### src/rtl/keypad_pkg.sv
// Shared definitions for the hex keypad entry block.
// Holds the FSM state encoding, the per-scan result format and the
// row/column to hex code table.
package keypad_pkg;

  typedef enum logic {
    ST_IDLE    = 1'b0,
    ST_PRESSED = 1'b1
  } state_e;

  // Result of one full scan: valid=0 means no key, or more than one key.
  typedef struct packed {
    logic       valid;
    logic [1:0] r;
    logic [1:0] c;
  } scan_res_t;

  localparam scan_res_t RES_NONE = scan_res_t'(5'b00000);

  // Keypad legend, row r / column c:
  //   r0: 1 2 3 A   r1: 4 5 6 B   r2: 7 8 9 C   r3: E 0 F D
  function automatic logic [3:0] key_hex(input logic [1:0] r, input logic [1:0] c);
    logic [3:0] code;
    case ({r, c})
      4'h0: code = 4'h1;
      4'h1: code = 4'h2;
      4'h2: code = 4'h3;
      4'h3: code = 4'hA;
      4'h4: code = 4'h4;
      4'h5: code = 4'h5;
      4'h6: code = 4'h6;
      4'h7: code = 4'hB;
      4'h8: code = 4'h7;
      4'h9: code = 4'h8;
      4'hA: code = 4'h9;
      4'hB: code = 4'hC;
      4'hC: code = 4'hE;
      4'hD: code = 4'h0;
      4'hE: code = 4'hF;
      default: code = 4'hD;
    endcase
    return code;
  endfunction

endpackage

### src/rtl/keypad_scan.sv
// Column scanner and debouncer for a 4x4 active-low matrix keypad.
// Ports:
//   clk, rst_n   - clock, synchronous active-low reset
//   row_i        - keypad rows, active-low, already synchronised
//   col_o        - column drive, active-low, one bit low at a time
//   scan_end_o   - high on the last cycle of a full 4-column scan
//   result_o     - result of the scan finishing this cycle
//   stable_o     - result_o has now been seen DEBOUNCE_SCANS scans in a row
//                  (qualify with scan_end_o)
module keypad_scan
  import keypad_pkg::*;
#(
  parameter int SCAN_DIV_W     = 18,
  parameter int DEBOUNCE_SCANS = 4
) (
  input  logic            clk,
  input  logic            rst_n,
  input  logic [3:0]      row_i,
  output logic [3:0]      col_o,
  output logic            scan_end_o,
  output scan_res_t       result_o,
  output logic            stable_o
);

  localparam logic [3:0] DB_CNT = 4'(DEBOUNCE_SCANS);

  logic [SCAN_DIV_W-1:0] div_q, div_d;
  logic [1:0]            idx_q, idx_d;
  logic [1:0]            low_cnt_q, low_cnt_d;   // low bits seen so far, saturates at 2
  logic [3:0]            pos_q, pos_d;           // {r,c} of the first low bit seen
  scan_res_t             prev_q, prev_d;
  logic [3:0]            cnt_q, cnt_d;

  logic       sample;
  logic [3:0] row_low;
  logic [2:0] n_low;
  logic [1:0] low_row;
  logic [2:0] tot;
  logic [1:0] acc_cnt;
  logic [3:0] acc_pos;
  logic [3:0] cnt_nxt;
  scan_res_t  result;

  assign col_o = ~(4'b0001 << idx_q);

  always_comb begin
    sample  = &div_q;
    row_low = ~row_i;
    n_low   = {2'b00, row_low[0]} + {2'b00, row_low[1]} +
              {2'b00, row_low[2]} + {2'b00, row_low[3]};
    low_row = 2'd0;
    for (int r = 3; r >= 0; r--) begin
      if (row_low[r]) low_row = 2'(r);
    end

    tot     = {1'b0, low_cnt_q} + n_low;
    acc_cnt = (tot >= 3'd2) ? 2'd2 : tot[1:0];
    // Position only matters when exactly one low bit exists over the whole scan.
    acc_pos = (low_cnt_q == 2'd0 && n_low == 3'd1) ? {low_row, idx_q} : pos_q;

    result = RES_NONE;
    if (acc_cnt == 2'd1) result = '{valid: 1'b1, r: acc_pos[3:2], c: acc_pos[1:0]};

    if (result == prev_q) cnt_nxt = (cnt_q == DB_CNT) ? cnt_q : cnt_q + 4'd1;
    else                  cnt_nxt = 4'd1;

    div_d     = div_q + 1'b1;
    idx_d     = idx_q;
    low_cnt_d = low_cnt_q;
    pos_d     = pos_q;
    prev_d    = prev_q;
    cnt_d     = cnt_q;
    if (sample) begin
      idx_d = idx_q + 2'd1;
      if (idx_q == 2'd3) begin
        low_cnt_d = 2'd0;
        pos_d     = 4'd0;
        prev_d    = result;
        cnt_d     = cnt_nxt;
      end else begin
        low_cnt_d = acc_cnt;
        pos_d     = acc_pos;
      end
    end
  end

  assign scan_end_o = sample && (idx_q == 2'd3);
  assign result_o   = result;
  assign stable_o   = (cnt_nxt == DB_CNT);

  always_ff @(posedge clk) begin
    if (!rst_n) begin
      div_q     <= '0;
      idx_q     <= 2'd0;
      low_cnt_q <= 2'd0;
      pos_q     <= 4'd0;
      prev_q    <= RES_NONE;
      cnt_q     <= 4'd0;
    end else begin
      div_q     <= div_d;
      idx_q     <= idx_d;
      low_cnt_q <= low_cnt_d;
      pos_q     <= pos_d;
      prev_q    <= prev_d;
      cnt_q     <= cnt_d;
    end
  end

endmodule

### src/rtl/keypad_hex_entry.sv
// 4x4 keypad hex entry: scans and debounces the keypad, accepts keypresses
// and shifts accepted hex digits into a 16-bit value (newest in [3:0]).
// Ports:
//   clk, rst_n  - clock, synchronous active-low reset
//   row         - keypad rows, active-low
//   col         - keypad column drive, active-low
//   clear       - synchronous clear of value (wins over a coinciding accept)
//   value       - entered digits
//   key_code    - hex code of the most recently accepted key
//   key_valid   - one-cycle accept pulse
//   key_held    - accepted key still debounced-pressed
//
// state      | meaning
// -----------+-----------------------------------------------
// ST_IDLE    | no key accepted, waiting for a stable keypress
// ST_PRESSED | key accepted, waiting for stable release
module keypad_hex_entry
  import keypad_pkg::*;
#(
  parameter int SCAN_DIV_W     = 18,
  parameter int DEBOUNCE_SCANS = 4
) (
  input  logic        clk,
  input  logic        rst_n,
  input  logic [3:0]  row,
  output logic [3:0]  col,
  input  logic        clear,
  output logic [15:0] value,
  output logic [3:0]  key_code,
  output logic        key_valid,
  output logic        key_held
);

  logic      scan_end;
  logic      stable;
  scan_res_t res;

  keypad_scan #(
    .SCAN_DIV_W    (SCAN_DIV_W),
    .DEBOUNCE_SCANS(DEBOUNCE_SCANS)
  ) u_scan (
    .clk       (clk),
    .rst_n     (rst_n),
    .row_i     (row),
    .col_o     (col),
    .scan_end_o(scan_end),
    .result_o  (res),
    .stable_o  (stable)
  );

  state_e      state_q, state_d;
  logic [15:0] value_q, value_d;
  logic [3:0]  code_q, code_d;
  logic        valid_q, valid_d;
  logic        held_q, held_d;
  logic [3:0]  hex;
  logic        accept;

  always_comb begin
    state_d = state_q;
    value_d = value_q;
    code_d  = code_q;
    valid_d = 1'b0;
    held_d  = held_q;
    accept  = 1'b0;
    hex     = key_hex(res.r, res.c);

    if (scan_end && stable) begin
      if (res.valid) begin
        // A different stable key while pressed counts as a fresh press.
        if (state_q == ST_IDLE || hex != code_q) accept = 1'b1;
      end else if (state_q == ST_PRESSED) begin
        state_d = ST_IDLE;
        held_d  = 1'b0;
      end
    end

    if (accept) begin
      state_d = ST_PRESSED;
      code_d  = hex;
      held_d  = 1'b1;
      valid_d = !clear;
      value_d = {value_q[11:0], hex};
    end

    if (clear) value_d = 16'h0000;
  end

  always_ff @(posedge clk) begin
    if (!rst_n) begin
      state_q <= ST_IDLE;
      value_q <= 16'h0000;
      code_q  <= 4'h0;
      valid_q <= 1'b0;
      held_q  <= 1'b0;
    end else begin
      state_q <= state_d;
      value_q <= value_d;
      code_q  <= code_d;
      valid_q <= valid_d;
      held_q  <= held_d;
    end
  end

  assign value     = value_q;
  assign key_code  = code_q;
  assign key_valid = valid_q;
  assign key_held  = held_q;

endmodule
### config.mk
export PLATFORM = sky130hd
export DESIGN_NAME = keypad_hex_entry
export DESIGN_NICKNAME = d
export VERILOG_FILES = /design/src/rtl/keypad_pkg.sv /design/src/rtl/keypad_scan.sv /design/src/rtl/keypad_hex_entry.sv
export SDC_FILE = /design/constraint.sdc
export NUM_CORES = 1
export LEC_CHECK = 0
export CAP_MARGIN = 20
export CORE_MARGIN = 1.5
export CORE_UTILIZATION = 56
export DETAILED_ROUTE_END_ITERATION = 8
export GPL_ROUTABILITY_DRIVEN = 0
export PLACE_DENSITY = 0.83
export SLEW_MARGIN = 25
export SYNTH_ARGS = -nofsm -noshare
export SYNTH_HDL_FRONTEND = slang
export SYNTH_SLANG_ARGS = --single-unit
export TNS_END_PERCENT = 1
### constraint.sdc
create_clock -name clk -period 5.9 [get_ports clk]
set_input_delay 1.18 -clock clk [delete_from_list [all_inputs] [get_ports clk]]
set_output_delay 1.18 -clock clk [all_outputs]
set_load 0.05 [all_outputs]
# Yosys cells after proc, flatten, opt, wreduce, memory -nomap -nowiden
# Memories as Yosys holds them, arrays and structs flattened.
# Cells that the tools add are included.
[op_classes] bitwise_logic=4 mux=21 order_cmp=1 reduce_logical=14 shifts=1 add_sub_neg=7 n_eq_ne=8
[ops] operator="19-bit AND reduction" count=1
[ops] operator="18-bit by 1-bit adder with 18-bit output (second input constant)" count=1
[ops] operator="18-bit AND reduction" count=1
[ops] operator="4-bit 2-to-1 mux" count=4
[ops] operator="2-bit 2-to-1 mux" count=6
[ops] operator="1-bit 2-to-1 mux" count=10
[ops] operator="4-bit by 3-bit == test with 1-bit output (second input constant)" count=2
[ops] operator="4-bit NOT" count=2
[ops] operator="3-bit by 1-bit adder with 3-bit output" count=2
[ops] operator="5-bit == test" count=1
[ops] operator="5-bit 2-to-1 mux" count=1
[ops] operator="4-bit by 1-bit adder with 4-bit output (second input constant)" count=1
[ops] operator="4-bit != test" count=1
[ops] operator="2-bit AND reduction" count=2
[ops] operator="2-bit nonzero test" count=2
[ops] operator="1-bit by 2-bit left shift with 4-bit output (first input constant)" count=1
[ops] operator="2-bit by 3-bit adder with 3-bit output" count=1
[ops] operator="3-bit by 1-bit == test with 1-bit output (second input constant)" count=1
[ops] operator="3-bit by 2-bit greater-or-equal comparator with 1-bit output (second input constant)" count=1
[ops] operator="1-bit logical AND" count=3
[ops] operator="3-bit AND reduction" count=1
[ops] operator="1-bit by 1-bit adder with 2-bit output" count=1
[ops] operator="2-bit by 1-bit adder with 2-bit output (second input constant)" count=1
[ops] operator="2-bit by 1-bit == test with 1-bit output (second input constant)" count=1
[ops] operator="7 further kinds" count=8
[word_totals] mem_bits_ro=64 output_inout_bits=26 word_cells=70 memories=1 regBits=58 inputBits=7
[memory_table] memory="(name not given)" depth=16 width=4 read_ports=1 rd_ports_with_merged_regs=0 write_ports=0 line="keypad_pkg.sv:24" source="case ({r, c})"

# Depth between registers and ports, before layout
# An unclocked memory read counts as a cell.
[logic_depth] ltp_word=17 ltp_mapped=20 mapped_depth_nobuf=18

# Hierarchy
# A second synthesis with hierarchy kept.
[hier_totals] cells_unflattened=347 hier_area_um2=3198.1
[modules_own_cells] mod="keypad_scan" cells_per_inst=224 area_each_um2=1996.9 n_inst=1 seq_area_each_um2=700.7
[modules_own_cells] mod="keypad_hex_entry" cells_per_inst=123 area_each_um2=1201.2 n_inst=1 seq_area_each_um2=460.4

# Worst setup path before layout
# Ideal clock, no wire load.
[synth_path] path_kind="input port to flip-flop" startpoint="input row[1]" endpoint="register value_q[10] (netlist: value[10])" cell_stages=20 setup_slack_ns=0.405 setup_ns=0.072 required_ns=5.828 t_arrival_ns=5.424 n_path_buf=2 path_cell_list="inv_1 > ha_1 > fa_1 > ha_1 > fa_1 > xnor2_1 > nand2_1 > a21oi_1 > inv_1 > ha_1 > o21ai_0 > or4b_1 > a21oi_1 > a22oi_1 > xnor2_1 > and4_1 > buf_2 > a21boi_4 > buf_4 > mux2i_1"
[synth_rtl] element="start, declared" line="keypad_hex_entry.sv:25" source="input logic [3:0] row,"
[synth_rtl] element="end signal, assigned" line="keypad_hex_entry.sv:98" source="value_q <= value_d;"
[synth_rtl] element="end, declared" line="keypad_hex_entry.sv:52" source="logic [15:0] value_q, value_d;"

==> flow_summary.ini <==
[sta]
drv_slew = 0
fin_skew_ns = 0.00671
fin_ws_ns = 0.195
relSlewSlack_pct = 34.3
finalHoldViolCount = 0
fmax_ghz = 0.175
fin_crit_ns = 5.71
tightest_slew_ns = 0.981
fin_crit_sh_pct = 96.7
finalSetupViolations = 0
rsz0062_at_grt = false

[critical_path]
cp_cell_sequence = clkdlybuf4s50_1, inv_1, ha_1, fa_1, ha_1, fa_1, nor2b_1, nand2_1, a21oi_2, inv_1, ha_1, o21ai_0, or4b_1, a21oi_2, a22oi_1, xnor2_1, and4_2, a2111o_1, o22ai_1
crit_type = in2reg
rr_endpoint = value[3]
critPathMaxFanout = 5
crit_required_ns = 6.17
slowest_stage = fa_1
critPathLaunchType = input port
worstSetupEndpointType = register
reg2reg_slack_ns = 2.05
cp.arrival_ns = 5.98
path_common_cell = ha_1
worst_r2r_path_depth = 15
max_stage_delay_ns = 0.52
timing.rr.start = u_scan.low_cnt_q[0]

[route]
vias = 2793
wl_per_cell_um = 14.3
wirelength_mm = 7.01
first_pass_iters = 4
drtIter0Drc = 159
vias_per_cell = 5.71
drc = 0
antenna_left = 0

[synth]
synth_most_common_cell = dfxtp_1
synthMuxAreaShare_pct = 4.21
avgSynthCellArea_sq_um = 8.36
syn-num-nets = 394
synth_edf_count = 0
yosysTopAreaCellShare_pct = 37.5
synth_ff_type = dfxtp_1
synthXorXnorAreaFrac_pct = 6.79
syn_area_sq_um = 3090
ys_seq_elements = 58
ys_types = 53
synthTopCellsByCount = 58 x dfxtp_1, 45 x nand2_1, 41 x nor2_1
yosysWarnings = 0
synth_seq_area_share_pct = 37.5
synthTopCellsByArea = dfxtp_1 38%, ha_1 6.1%, nand2_1 5.5%
yosysTopAreaCell = dfxtp_1
yosys.area_share.simple_pct = 23.9
synthAdderAreaFrac_pct = 7.36
netlist_instances = 370
async_flop_share_pct = 0
synth_top_family_by_area = simple AND/OR/NAND/NOR gates
synth-compound-area-share_pct = 15.6

[pwr]
leakagePower_nw = 1.35
p_per_area_nw_per_um2 = 220
peakVddDrop_uv = 214

[worst_hold_path]
whs_path_depth = 1
worstHoldEndpoint = u_scan.div_q[0]
min-delay-start = u_scan.div_q[0]
hold_class = reg2reg

[status]
status = complete, no violations

[clock_tree]
numCtsBuffers = 9
post_cts_buffers = 0
clock_path_buffers = 2
cts_tree = built
clock_sinks = 58
cts_root_buffer = clkbuf_8
cts-htree-levels = 3
cts.clk_slew.worst_paths_ns = 0.07
clk_latency_ns = 0.34

[grt]
antenna_found_initial = 0
grt-ovfl-total = 0
grt.total_usage_pct = 25.3
first_global_vias = 2694
grt_pass1_wl_mm = 12.2
grt_max_degree = 39

[floorplan]
core.rowCount = 26
fp.dieArea_sq_um = 5980
die_h_um = 77.3
initial_core_util_pct = 59.4
core_area_sq_um = 5200
die_w_um = 77.3
ioPinCount = 33

[cells_and_area]
layout.nets = 438
postLayoutCoreUtil_pct = 72.4
drive_gt1_share_pct = 9.55
insertedDiodeCount = 0
syn2layout_area_growth_pct = 21.7

[placement]
io_buffers = 32
place_ws_ns = -0.120
hpwl_mm = 5.06

[flow_run]
drv_cap = 0
[where the power goes]
part / leakage (nW) / switching (mW) / internal, mW
logic: 0.794 / 0.0531 / 0.0333
clock network: 0.0893 / 0.155 / 0.193
registers: 0.468 / 0.00142 / 0.393
[critical path: cells and delay by family]
family	cells	cell delay, ns
adders and majority gates	5	1.73
AOI/OAI and AO/OA	6	1.19
and+or+nand+nor	4	1.05
buffers and inverters	3	0.65
xor gates and xnor gates	1	0.17
[stage by stage]
stage          hold slack [ns]  area, sq um  std cells  power (mW)  setup TNS [ns]
5_1_grt                  0.492         3770        489       0.862               0
2_1_floorplan            0.413         3090        370       0.456               0
6_report                 0.452         3770        489       0.830               0
4_1_cts                  0.452         3750        489       0.835               0
3_5_place_dp             0.435         3560        473       0.487          -0.711
3_3_place_gp             0.431         3560        473       0.485               0
[layout make-up]
cell class	instances	area, sq um
Multi-Input combinational cell	276	1810
Tap cell	70	87.6
Sequential cell	58	1160
Inverter	23	86.3
Clock buffer	11	131
Timing Repair Buffer	46	438
Clock inverter	5	55.1
Fill cell	422	1440
[worst max-delay path by stage]
stage | slack (ns) | from | end
after detailed placement | -0.12 | row[0] | value[1]
after CTS | 0.19 | row[0] | value[3]
final | 0.19 | row[0] | value[3]
after global routing | 0.01 | row[0] | value[3]
after global placement | 0.06 | row[0] | value[0]
after floorplan | 0.40 | row[1] | value[10]
[logic make-up after synthesis]
group,count (synthesis)
fa+ha+maj,17
flops,58
simple gates,149
mux,13
xor+xnor,24
compound gates,73
buf+inv,36
[state kept, by name, indices dropped and copies added (netlist names)]
signal / cells
u_scan.div_q: 18
u_scan.idx_q: 2
u_scan.cnt_q: 4
value: 16
u_scan.prev_q: 5
key_held: 1
key_code: 4
state_q: 1
key_valid: 1
u_scan.pos_q: 4
u_scan.low_cnt_q: 2
[repair_timing]
| action | 4_1_cts | 5_1_grt |
|---|---|---|
| setup endpoints to repair | 0 | 8 |
| resized for setup | 0 | 3 |
| hold buffers | 0 | 0 |
[layout by cell type, fill, tap and decap left out, drive strengths merged, types with 3 or more instances in the layout]
| cell type | Yosys | layout |
|---|---|---|
| dfxtp | 58 | 58 |
| nand2 | 45 | 45 |
| nor2 | 41 | 41 |
| clkdlybuf4s50 | 0 | 32 |
| inv | 23 | 23 |
| a21oi | 20 | 20 |
| ha | 15 | 15 |
| nand3 | 14 | 14 |
| o21ai | 14 | 14 |
| buf | 3 | 14 |
| mux2i | 13 | 13 |
| xnor2 | 12 | 12 |
| xor2 | 12 | 12 |
| clkbuf | 10 | 11 |
| o22ai | 8 | 8 |
| nor3 | 8 | 8 |
| nand4 | 7 | 7 |
| nor2b | 6 | 6 |
| a22oi | 6 | 6 |
| a211oi | 5 | 5 |
| or3 | 5 | 5 |
| and2 | 4 | 4 |
| o211ai | 3 | 3 |
| and3 | 3 | 3 |
| and4 | 3 | 3 |
[metal layers]
layer	vias to the layer above	track usage (%)	part of all wire (%)	routed length (um)
met1	1326	32.0	44	3050
met4	0	10.5	1.8	124
met2	74	41.5	49	3420
li1	1379	-	-	-
met3	14	6.00	5.9	417
met5	-	0	0	0
Note: power is estimated with default switching activity, not from simulation.
